### src/rtl/pifo_calendar_arbiter_if.sv
// ---------------------------------------------------------------------------
// pifo_calendar_arbiter_if : request/response bundle between clients, the
// arbiter and the PIFO calendar.  Revision 1.0
// ---------------------------------------------------------------------------
`default_nettype none

interface pifo_calendar_arbiter_if #(
    parameter int PIFO_CALENDAR_INDEX_WIDTH = 10,
    parameter int PIFO_ROOT_WIDTH           = 32
);
    logic                                 enq_valid;
    logic                                 enq_ready;
    logic [PIFO_ROOT_WIDTH-1:0]           enq_data;
    logic                                 deq_req;
    logic                                 deq_ack;
    logic [PIFO_ROOT_WIDTH-1:0]           deq_data;
    logic                                 cpu_req;
    logic                                 cpu_we;
    logic [PIFO_CALENDAR_INDEX_WIDTH-1:0] cpu_addr;
    logic [PIFO_ROOT_WIDTH-1:0]           cpu_wdata;
    logic                                 cpu_done;
    logic [PIFO_ROOT_WIDTH-1:0]           cpu_rdata;
    logic                                 cal_insert_en;
    logic                                 cal_pop_en;
    logic [PIFO_ROOT_WIDTH-1:0]           cal_info;
    logic                                 cal_cpu_wr_valid;
    logic                                 cal_cpu_rd_valid;
    logic [PIFO_CALENDAR_INDEX_WIDTH-1:0] cal_cpu_addr;
    logic [PIFO_ROOT_WIDTH-1:0]           cal_cpu_wdata;
    logic [PIFO_ROOT_WIDTH-1:0]           cal_top;
    logic                                 cal_cpu_wr_result_valid;
    logic                                 cal_cpu_rd_result_valid;
    logic [PIFO_ROOT_WIDTH-1:0]           cal_cpu_rd_result;
    logic [PIFO_CALENDAR_INDEX_WIDTH:0]   occupancy;
    logic                                 full;
    logic                                 empty;

    // Client/calendar environment side
    modport master (
        output enq_valid, enq_data, deq_req, cpu_req, cpu_we, cpu_addr, cpu_wdata,
               cal_top, cal_cpu_wr_result_valid, cal_cpu_rd_result_valid, cal_cpu_rd_result,
        input  enq_ready, deq_ack, deq_data, cpu_done, cpu_rdata,
               cal_insert_en, cal_pop_en, cal_info, cal_cpu_wr_valid, cal_cpu_rd_valid,
               cal_cpu_addr, cal_cpu_wdata, occupancy, full, empty
    );

    // Arbiter side
    modport slave (
        input  enq_valid, enq_data, deq_req, cpu_req, cpu_we, cpu_addr, cpu_wdata,
               cal_top, cal_cpu_wr_result_valid, cal_cpu_rd_result_valid, cal_cpu_rd_result,
        output enq_ready, deq_ack, deq_data, cpu_done, cpu_rdata,
               cal_insert_en, cal_pop_en, cal_info, cal_cpu_wr_valid, cal_cpu_rd_valid,
               cal_cpu_addr, cal_cpu_wdata, occupancy, full, empty
    );
endinterface

`default_nettype wire

### src/rtl/pifo_calendar_arbiter.sv
// ---------------------------------------------------------------------------
// pifo_calendar_arbiter : arbitrates insert, pop and CPU access to a PIFO
// calendar and tracks occupancy.  Optional macro PIFO_ARB_CPU_STARVE_GUARD_EN
// enables CPU starvation protection.  Revision 1.0
// ---------------------------------------------------------------------------
`default_nettype none

module pifo_calendar_arbiter #(
    parameter int PIFO_CALENDAR_SIZE        = 1024,
    parameter int PIFO_CALENDAR_INDEX_WIDTH = 10,
    parameter int PIFO_ROOT_WIDTH           = 32,
    parameter int CPU_STARVE_LIMIT          = 16
) (
    input  wire logic                clk,
    input  wire logic                rst,
    pifo_calendar_arbiter_if.slave   bus
);
    localparam int IW = PIFO_CALENDAR_INDEX_WIDTH;
    localparam int RW = PIFO_ROOT_WIDTH;
    localparam logic [IW:0] FULL_THRESH = (IW+1)'(PIFO_CALENDAR_SIZE - 2);

    typedef enum logic [1:0] {
        IDLE        = 2'd0,
        CPU_WR_WAIT = 2'd1,
        CPU_RD_WAIT = 2'd2
    } state_t;

    state_t          state_q, state_d;
    logic [IW:0]     occ_q, occ_d;
    logic            alt_q, alt_d;      // 0: pop wins the next pop/insert tie
    logic            deq_ack_q, deq_ack_d;
    logic [RW-1:0]   deq_data_q, deq_data_d;
    logic            cpu_done_q, cpu_done_d;
    logic [RW-1:0]   cpu_rdata_q, cpu_rdata_d;

    logic            full_w, empty_w, arb_ok_w, cpu_force_w;
    logic            pop_elig_w, ins_elig_w, pop_gnt_w, ins_gnt_w, cpu_gnt_w;

    if (CPU_STARVE_LIMIT < 1) begin : g_bad_starve_limit
        $error("CPU_STARVE_LIMIT must be at least 1");
    end

`ifdef PIFO_ARB_CPU_STARVE_GUARD_EN
    localparam int SW = $clog2(CPU_STARVE_LIMIT + 1);
    localparam logic [SW-1:0] STARVE_MAX = SW'(CPU_STARVE_LIMIT);

    logic [SW-1:0] starve_q, starve_d;

    assign cpu_force_w = !rst && (state_q == IDLE) && bus.cpu_req && (starve_q >= STARVE_MAX);

    always_comb begin
        starve_d = starve_q;
        if (cpu_gnt_w)
            starve_d = '0;
        else if ((state_q == IDLE) && bus.cpu_req && (starve_q < STARVE_MAX))
            starve_d = starve_q + SW'(1);
    end

    always_ff @(posedge clk or posedge rst) begin
        if (rst) starve_q <= '0;
        else     starve_q <= starve_d;
    end
`else
    assign cpu_force_w = 1'b0;
`endif

    assign full_w   = (occ_q >= FULL_THRESH);
    assign empty_w  = (occ_q == '0);
    // A pending CPU write blocks the calendar; a pending read does not.
    assign arb_ok_w = !rst && (state_q != CPU_WR_WAIT);

    assign pop_elig_w = arb_ok_w && bus.deq_req   && !empty_w && !cpu_force_w;
    assign ins_elig_w = arb_ok_w && bus.enq_valid && !full_w  && !cpu_force_w;
    assign pop_gnt_w  = pop_elig_w && (!ins_elig_w || !alt_q);
    assign ins_gnt_w  = ins_elig_w && (!pop_elig_w ||  alt_q);
    assign cpu_gnt_w  = !rst && (state_q == IDLE) && bus.cpu_req && !pop_elig_w && !ins_elig_w;

    always_comb begin
        state_d     = state_q;
        occ_d       = occ_q;
        alt_d       = alt_q;
        deq_ack_d   = pop_gnt_w;
        deq_data_d  = deq_data_q;
        cpu_done_d  = 1'b0;
        cpu_rdata_d = cpu_rdata_q;

        if (pop_elig_w && ins_elig_w)
            alt_d = !alt_q;
        if (ins_gnt_w)
            occ_d = occ_q + (IW+1)'(1);
        else if (pop_gnt_w)
            occ_d = occ_q - (IW+1)'(1);
        if (pop_gnt_w)
            deq_data_d = bus.cal_top;

        case (state_q)
            IDLE: begin
                if (cpu_gnt_w)
                    state_d = bus.cpu_we ? CPU_WR_WAIT : CPU_RD_WAIT;
            end
            CPU_WR_WAIT: begin
                if (bus.cal_cpu_wr_result_valid) begin
                    state_d    = IDLE;
                    cpu_done_d = 1'b1;
                end
            end
            CPU_RD_WAIT: begin
                if (bus.cal_cpu_rd_result_valid) begin
                    state_d     = IDLE;
                    cpu_done_d  = 1'b1;
                    cpu_rdata_d = bus.cal_cpu_rd_result;
                end
            end
            default: state_d = IDLE;
        endcase
    end

    always_ff @(posedge clk or posedge rst) begin
        if (rst) begin
            state_q     <= IDLE;
            occ_q       <= '0;
            alt_q       <= 1'b0;
            deq_ack_q   <= 1'b0;
            deq_data_q  <= '0;
            cpu_done_q  <= 1'b0;
            cpu_rdata_q <= '0;
        end else begin
            state_q     <= state_d;
            occ_q       <= occ_d;
            alt_q       <= alt_d;
            deq_ack_q   <= deq_ack_d;
            deq_data_q  <= deq_data_d;
            cpu_done_q  <= cpu_done_d;
            cpu_rdata_q <= cpu_rdata_d;
        end
    end

    assign bus.enq_ready        = ins_gnt_w;
    assign bus.cal_insert_en    = ins_gnt_w;
    assign bus.cal_info         = bus.enq_data;
    assign bus.cal_pop_en       = pop_gnt_w;
    assign bus.deq_ack          = deq_ack_q;
    assign bus.deq_data         = deq_data_q;
    assign bus.cal_cpu_wr_valid = cpu_gnt_w &&  bus.cpu_we;
    assign bus.cal_cpu_rd_valid = cpu_gnt_w && !bus.cpu_we;
    assign bus.cal_cpu_addr     = bus.cpu_addr;
    assign bus.cal_cpu_wdata    = bus.cpu_wdata;
    assign bus.cpu_done         = cpu_done_q;
    assign bus.cpu_rdata        = cpu_rdata_q;
    assign bus.occupancy        = occ_q;
    assign bus.full             = full_w;
    assign bus.empty            = empty_w;

endmodule

`default_nettype wire

### src/flat_wrapper.sv
// flat-port wrapper written by rule: the top's interface ports become plain ports
module pifo_calendar_arbiter_flat 
#(
    parameter int PIFO_CALENDAR_SIZE        = 1024,
    parameter int PIFO_CALENDAR_INDEX_WIDTH = 10,
    parameter int PIFO_ROOT_WIDTH           = 32,
    parameter int CPU_STARVE_LIMIT          = 16
)
  (clk, rst, bus_enq_valid, bus_enq_data, bus_deq_req, bus_cpu_req, bus_cpu_we, bus_cpu_addr, bus_cpu_wdata, bus_cal_top, bus_cal_cpu_wr_result_valid, bus_cal_cpu_rd_result_valid, bus_cal_cpu_rd_result, bus_enq_ready, bus_deq_ack, bus_deq_data, bus_cpu_done, bus_cpu_rdata, bus_cal_insert_en, bus_cal_pop_en, bus_cal_info, bus_cal_cpu_wr_valid, bus_cal_cpu_rd_valid, bus_cal_cpu_addr, bus_cal_cpu_wdata, bus_occupancy, bus_full, bus_empty);
  pifo_calendar_arbiter_if #(.PIFO_CALENDAR_INDEX_WIDTH(PIFO_CALENDAR_INDEX_WIDTH), .PIFO_ROOT_WIDTH(PIFO_ROOT_WIDTH)) bus_i ();
  input  wire logic clk;
  input  wire logic rst;
  input wire logic [$bits(bus_i.enq_valid)-1:0] bus_enq_valid;
  input wire logic [$bits(bus_i.enq_data)-1:0] bus_enq_data;
  input wire logic [$bits(bus_i.deq_req)-1:0] bus_deq_req;
  input wire logic [$bits(bus_i.cpu_req)-1:0] bus_cpu_req;
  input wire logic [$bits(bus_i.cpu_we)-1:0] bus_cpu_we;
  input wire logic [$bits(bus_i.cpu_addr)-1:0] bus_cpu_addr;
  input wire logic [$bits(bus_i.cpu_wdata)-1:0] bus_cpu_wdata;
  input wire logic [$bits(bus_i.cal_top)-1:0] bus_cal_top;
  input wire logic [$bits(bus_i.cal_cpu_wr_result_valid)-1:0] bus_cal_cpu_wr_result_valid;
  input wire logic [$bits(bus_i.cal_cpu_rd_result_valid)-1:0] bus_cal_cpu_rd_result_valid;
  input wire logic [$bits(bus_i.cal_cpu_rd_result)-1:0] bus_cal_cpu_rd_result;
  output wire logic [$bits(bus_i.enq_ready)-1:0] bus_enq_ready;
  output wire logic [$bits(bus_i.deq_ack)-1:0] bus_deq_ack;
  output wire logic [$bits(bus_i.deq_data)-1:0] bus_deq_data;
  output wire logic [$bits(bus_i.cpu_done)-1:0] bus_cpu_done;
  output wire logic [$bits(bus_i.cpu_rdata)-1:0] bus_cpu_rdata;
  output wire logic [$bits(bus_i.cal_insert_en)-1:0] bus_cal_insert_en;
  output wire logic [$bits(bus_i.cal_pop_en)-1:0] bus_cal_pop_en;
  output wire logic [$bits(bus_i.cal_info)-1:0] bus_cal_info;
  output wire logic [$bits(bus_i.cal_cpu_wr_valid)-1:0] bus_cal_cpu_wr_valid;
  output wire logic [$bits(bus_i.cal_cpu_rd_valid)-1:0] bus_cal_cpu_rd_valid;
  output wire logic [$bits(bus_i.cal_cpu_addr)-1:0] bus_cal_cpu_addr;
  output wire logic [$bits(bus_i.cal_cpu_wdata)-1:0] bus_cal_cpu_wdata;
  output wire logic [$bits(bus_i.occupancy)-1:0] bus_occupancy;
  output wire logic [$bits(bus_i.full)-1:0] bus_full;
  output wire logic [$bits(bus_i.empty)-1:0] bus_empty;
  assign bus_i.enq_valid = bus_enq_valid;
  assign bus_i.enq_data = bus_enq_data;
  assign bus_i.deq_req = bus_deq_req;
  assign bus_i.cpu_req = bus_cpu_req;
  assign bus_i.cpu_we = bus_cpu_we;
  assign bus_i.cpu_addr = bus_cpu_addr;
  assign bus_i.cpu_wdata = bus_cpu_wdata;
  assign bus_i.cal_top = bus_cal_top;
  assign bus_i.cal_cpu_wr_result_valid = bus_cal_cpu_wr_result_valid;
  assign bus_i.cal_cpu_rd_result_valid = bus_cal_cpu_rd_result_valid;
  assign bus_i.cal_cpu_rd_result = bus_cal_cpu_rd_result;
  assign bus_enq_ready = bus_i.enq_ready;
  assign bus_deq_ack = bus_i.deq_ack;
  assign bus_deq_data = bus_i.deq_data;
  assign bus_cpu_done = bus_i.cpu_done;
  assign bus_cpu_rdata = bus_i.cpu_rdata;
  assign bus_cal_insert_en = bus_i.cal_insert_en;
  assign bus_cal_pop_en = bus_i.cal_pop_en;
  assign bus_cal_info = bus_i.cal_info;
  assign bus_cal_cpu_wr_valid = bus_i.cal_cpu_wr_valid;
  assign bus_cal_cpu_rd_valid = bus_i.cal_cpu_rd_valid;
  assign bus_cal_cpu_addr = bus_i.cal_cpu_addr;
  assign bus_cal_cpu_wdata = bus_i.cal_cpu_wdata;
  assign bus_occupancy = bus_i.occupancy;
  assign bus_full = bus_i.full;
  assign bus_empty = bus_i.empty;
  pifo_calendar_arbiter #(.PIFO_CALENDAR_SIZE(PIFO_CALENDAR_SIZE), .PIFO_CALENDAR_INDEX_WIDTH(PIFO_CALENDAR_INDEX_WIDTH), .PIFO_ROOT_WIDTH(PIFO_ROOT_WIDTH), .CPU_STARVE_LIMIT(CPU_STARVE_LIMIT)) u_core (.clk(clk), .rst(rst), .bus(bus_i));
endmodule
### config.mk
export PLATFORM = sky130hd
export DESIGN_NAME = pifo_calendar_arbiter_flat
export DESIGN_NICKNAME = d
export VERILOG_FILES = /design/src/rtl/pifo_calendar_arbiter_if.sv /design/src/rtl/pifo_calendar_arbiter.sv /design/src/flat_wrapper.sv
export SDC_FILE = /design/constraint.sdc
export NUM_CORES = 1
export LEC_CHECK = 0
export BUFFER_PORTS_ARGS = -buffer_cell sky130_fd_sc_hd__buf_2
export CAP_MARGIN = 20
export CORE_AREA = 2 2 117 119
export CTS_BUF_LIST = sky130_fd_sc_hd__clkbuf_16
export DETAILED_ROUTE_END_ITERATION = 7
export DIE_AREA = 0 0 119 121
export GPL_TIMING_DRIVEN = 0
export PLACE_DENSITY = 0.75
export SYNTH_ARGS = -nofsm -noshare
export SYNTH_HDL_FRONTEND = slang
export SYNTH_SLANG_ARGS = --single-unit
### constraint.sdc
create_clock -name clk -period 4.9 [get_ports clk]
set_input_delay 0.49 -clock clk [delete_from_list [all_inputs] [get_ports clk]]
set_output_delay 0.49 -clock clk [all_outputs]
set_load 0.01 [all_outputs]
---- After elaboration in Yosys (flattened, before gate mapping) ----
Index checks and enable logic that the tools add are counted.
word-level totals
  input port bits ......................... 146
  memories ................................ 0
  latch bits .............................. 0
  output and inout bits ................... 158
  flip-flop bits (word level) ............. 80
  word-level logic and storage cells ...... 54
  memory bits (writable) .................. 0
  bits in read-only memories .............. 0
cells by class
  shifts and indexed selects .............. 0
  multiplexer cells ....................... 10
  div/mod/pow operators ................... 0
  $lt $le $gt $ge ......................... 1
  equal/unequal tests ..................... 6
  reductions and logical operators ........ 28
  multipliers ............................. 0
  add/subtract/negate cells ............... 2
  bitwise logic cells ..................... 0
operators by type and width
  cell                                                                     count
  11-bit 2-to-1 mux                                                        2
  1-bit logical AND                                                        14
  11-bit by 1-bit adder with 11-bit output, second input constant          1
  11-bit by 10-bit >= comparator with 1-bit output, second input constant  1
  11-bit zero test                                                         1
  11-bit by 1-bit subtractor with 11-bit output, second input constant     1
  2-bit 2-to-1 mux                                                         4
  1-bit zero test                                                          7
  2-bit case mux with 3 select lines                                       1
  2-bit by 1-bit != test with 1-bit output, second input constant          2
  2-bit != test, second input constant                                     2
  3-bit AND reduction                                                      1
  2-bit by 1-bit == test with 1-bit output, second input constant          1
  2-bit == test, second input constant                                     1
  2-bit zero test                                                          1
  1-bit logical OR                                                         2
  1-bit 2-to-1 mux                                                         2
  1-bit case mux with 2 select lines                                       1
  2-bit AND reduction                                                      1
  2-bit nonzero test                                                       1

---- Logic depth before layout (Yosys ltp) ----
  depth in word-level cells ............... 9
  gate-level depth with buffers ........... 11
  mapped depth without buffers ............ 10

---- Least setup slack after synthesis ----
No wires, ideal clock.
  kind .................................... register -> register
  from .................................... reg u_core.occ_q[2], in the netlist u_core.bus.occupancy[2]
  to ...................................... reg u_core.occ_q[10], in the netlist u_core.bus.occupancy[10]
  stages on the path, launching flop included .. 10
  arrival time ............................ 3387 ps
  period minus slack after synthesis ...... 3513 ps
  buffers on the path ..................... 0
  data required time ...................... 4774 ps
  slack ................................... 1387 ps
  path through ............................ dfrtp_1 -> or4_1 -> o31ai_2 -> o211ai_1 -> fa_1 -> a211oi_1 -> o211ai_1 -> a41oi_1 -> nor3b_1 -> o32a_1
between the ends
  cells in the longest elaborated chain, start to end .. 7
RTL lines
  what                                                                                         line                                                      RTL
  start: declaration                                                                           pifo_calendar_arbiter.sv:29                               logic [IW:0] occ_q, occ_d;
  start signal: assignment                                                                     pifo_calendar_arbiter.sv:121                              occ_q <= '0;
  start signal: assignment                                                                     pifo_calendar_arbiter.sv:129                              occ_q <= occ_d;
  11-bit by 10-bit >= comparator with 1-bit output / 11-bit zero test (equally long branches)  pifo_calendar_arbiter.sv:67, pifo_calendar_arbiter.sv:68
  1-bit zero test (on tied branches)                                                           pifo_calendar_arbiter.sv:73, pifo_calendar_arbiter.sv:72
  1-bit logical AND (on tied branches)                                                         pifo_calendar_arbiter.sv:73, pifo_calendar_arbiter.sv:72
  1-bit zero test (on tied branches)                                                           pifo_calendar_arbiter.sv:74, pifo_calendar_arbiter.sv:75
  1-bit logical OR (on tied branches)                                                          pifo_calendar_arbiter.sv:74, pifo_calendar_arbiter.sv:75
  1-bit logical AND (on tied branches)                                                         pifo_calendar_arbiter.sv:74, pifo_calendar_arbiter.sv:75
  2-bit nonzero test (no source line) / 11-bit 2-to-1 mux (equally long branches)              -
Several ways; a longest one is shown, not always the timed one. The select of a mux whose other input is x is not followed.
A chain may end at the register's enable or synchronous reset.

---- Worst setup path after layout ----
Ends and elaborated chain as after synthesis.

==> flow_summary.yaml <==
power:
  power.density_mw_per_mm2: 573.3
  max-vdd-ir-drop_uv: 218.8
  power_leakage_nw: 3.026
cts:
  cts_hold_buf: 0
  cts_resized: 0
  cts_made_buffers: 9
  root_buffer: "clkbuf_16"
  cts_tree: "yes"
  cts_setup_buffers: 0
  clock_latency_ns: 0.34
  cts.sinks: 80
  clock_path_buffers: 2
  htree_levels: 3
  path_clk_slew_ns: 0.06
finish:
  drive_gt1_share_pct: 62.48
  area_growth_pct: 40.18
  fin_cells: 765
  fin_nets: 743
  num_antenna_cells: 0
timing:
  clock-skew-final_ns: 0.01125
  finalSetupViolCount: 0
  period_minus_slack_ns: 4.051
  fmax_mhz: 246.9
  setup_tns_ns: 0
  setup_ws_ns: 0.8494
  period_share_pct: 82.67
  slew_headroom_pct: 34.08
  drv_slew: 0
  rsz0062_at_grt: "no"
  worstMarginPinSlew_ns: 0.9845
  hold_violations: 0
global_route:
  antenna_found_initial: 0
  grt_max_degree: 66
  grt_pass1_wl_mm: 16.55
  grt_pass1_vias: 3331
  grt_usage_pct: 14.49
  grt-ovfl-total: 0
place:
  port_buffers: 229
  dpl.cell_count: 749
  place.gp.congestion: 0.8708
  dp_hpwl_mm: 8.518
  place_ws_ns: 0.8788
critical_path:
  worstSetupEndpointType: "flip-flop"
  cp.arrival_ns: 4.27
  crit_fanout: 11
  endpoint: "u_core.bus.occupancy[10]"
  r2r-end: "u_core.bus.occupancy[10]"
  worstSetupStartpointType: "flip-flop"
  rrSetupSlack_ns: 0.85
  reg2reg_from: "u_core.bus.occupancy[2]"
  path_class: "reg2reg"
  crit_required_ns: 5.12
  crit_path_start: "u_core.bus.occupancy[2]"
  r2r_cells: 9
synth:
  async_reset_ff_share_pct: 100.0
  synth.most_common_cell: "dfrtp_1"
  synth_edf_count: 0
  synth_warnings: 0
  ys_ff_latch: 80
  postSynthCellCount: 343
  synthDominantCellAreaShare_pct: 47.69
  yosysTopAreaCell: "dfrtp_1"
  seq_area_frac_synth_pct: 47.69
  synth_area_mm2: 0.004198
  syn_avg_cell_area_um2: 12.24
  syn_nets: 502
  yosys.cell_types.count: 50
  synthFlopType: "dfrtp_1"
  synthTopCellsByArea: "dfrtp_1 (48%), buf_4 (13%), mux2_2 (11%), mux2_1 (7.8%), ha_1 (3.6%)"
  synth_commonest_cells: "dfrtp_1 (80), buf_4 (75), mux2_2 (40), mux2_1 (29)"
min_path:
  min_path_type: "in2async"
routing:
  drc: 0
  wl_per_cell_um: 13.71
  ant_nets: 0
  drt_iter0_drc: 65
  vias_per_cell: 4.447
  finalWirelength_mm: 10.49
  dr.pass1.iters: 4
  vias: 3402
die:
  coreArea_mm2: 0.01309
  rows: 42
  start_util_pct: 32.08
  ios: 304
  die_y_um: 121
  die-area_mm2: 0.01440
  die_x_um: 119
run:
  drv_cap: 0
outcome:
  status: "finished, final reports clean"
-- cell type report --
type | instances | area, um2
buffer | 83 | 616.8
clock inverter | 7 | 65.06
timing repair buffer | 230 | 1174
tap | 176 | 220.2
sequential | 80 | 2002
inverter | 8 | 32.53
fill | 1208 | 7201
multi-input combinational | 172 | 1549
clock buffer | 9 | 225.2
-- how the worst min path moves through the flow --
| stage | end | start | slack, ns | cells after the start |
|---|---|---|---|---|
| after global routing | u_core.bus.occupancy[8] | rst | 0.12 | 2 |
| final | u_core.bus.occupancy[9] | rst | 0.11 | 2 |
| after detailed placement | u_core.bus.deq_data[20] | u_core.bus.deq_data[20] | 0.47 | 1 |
| after floorplan | u_core.bus.deq_data[0] | u_core.bus.deq_data[0] | 0.53 | 1 |
| after global placement | u_core.bus.deq_data[6] | u_core.bus.deq_data[6] | 0.46 | 1 |
| after CTS | u_core.bus.occupancy[9] | rst | 0.11 | 2 |
-- worst max-delay path, stage by stage (launching register included) --
cell,delay (ns)
dfrtp_1,0.42
or4_1,0.63
o31ai_2,0.49
o211ai_1,0.47
fa_1,0.61
a211oi_1,0.29
o211ai_1,0.16
a41oi_1,0.41
nor3b_1,0.13
o32a_1,0.31
-- cells by family (layout without fill, tap and decap cells) --
family	Yosys count	in the layout	synth area share, %
and+or+nand+nor	34	34	4.412
AOI/OAI and AO/OA	46	46	7.809
xor gates and xnor gates	9	9	1.878
buffers and inverters	91	337	15.41
adders and majority gates	13	13	4.054
muxes	70	70	18.75
DFF	80	80	47.69
-- sequential cells by signal, indices dropped and copies added (netlist names) --
register,count
u_core.alt_q,1
u_core.bus.cpu_done,1
u_core.bus.cpu_rdata,32
u_core.bus.deq_ack,1
u_core.bus.deq_data,32
u_core.bus.occupancy,11
u_core.state_q,2
-- layer usage --
layer | up-vias | part of all wire, % | GRT usage, % | wire length [um]
li1 | 1613 | - | - | -
met1 | 1604 | 39 | 16.79 | 4096
met2 | 167 | 52 | 25.57 | 5465
met3 | 18 | 6.9 | 3.618 | 729
met4 | 0 | 1.9 | 5.952 | 198
met5 | - | 0 | 0 | 0
-- per-stage QoR --
stage,instance area (um2),total power [mW],utilization (%),hold WS (ns)
4_1_cts,5884,3.418,44.97,0.1102
6_report,5884,3.374,44.97,0.1142
3_3_place_gp,5564,2.674,42.52,0.4649
3_5_place_dp,5594,2.743,42.75,0.4692
2_1_floorplan,4198,2.156,-,0.5288
5_1_grt,5884,3.635,44.97,0.1247
-- power breakdown --
| part | total [mW] | internal, mW | switching [mW] |
|---|---|---|---|
| clock network | 0.655 | 0.390 | 0.266 |
| registers | 1.19 | 0.990 | 0.203 |
| logic | 1.52 | 0.769 | 0.756 |
-- layout by cell type, fill, tap and decap left out, drive strengths merged, types with 3 or more instances in the layout --
cell and instances:
a211oi 3, a21o 3, a21oi 7, and2 4, buf 313, clkbuf 9, dfrtp 80, ha 12
inv 10, mux2 69, nand2 9, nor2 5, o211ai 3, o21ai 13, or4 3, xnor2 7
No activity file was read; power rests on OpenSTA's default activity.
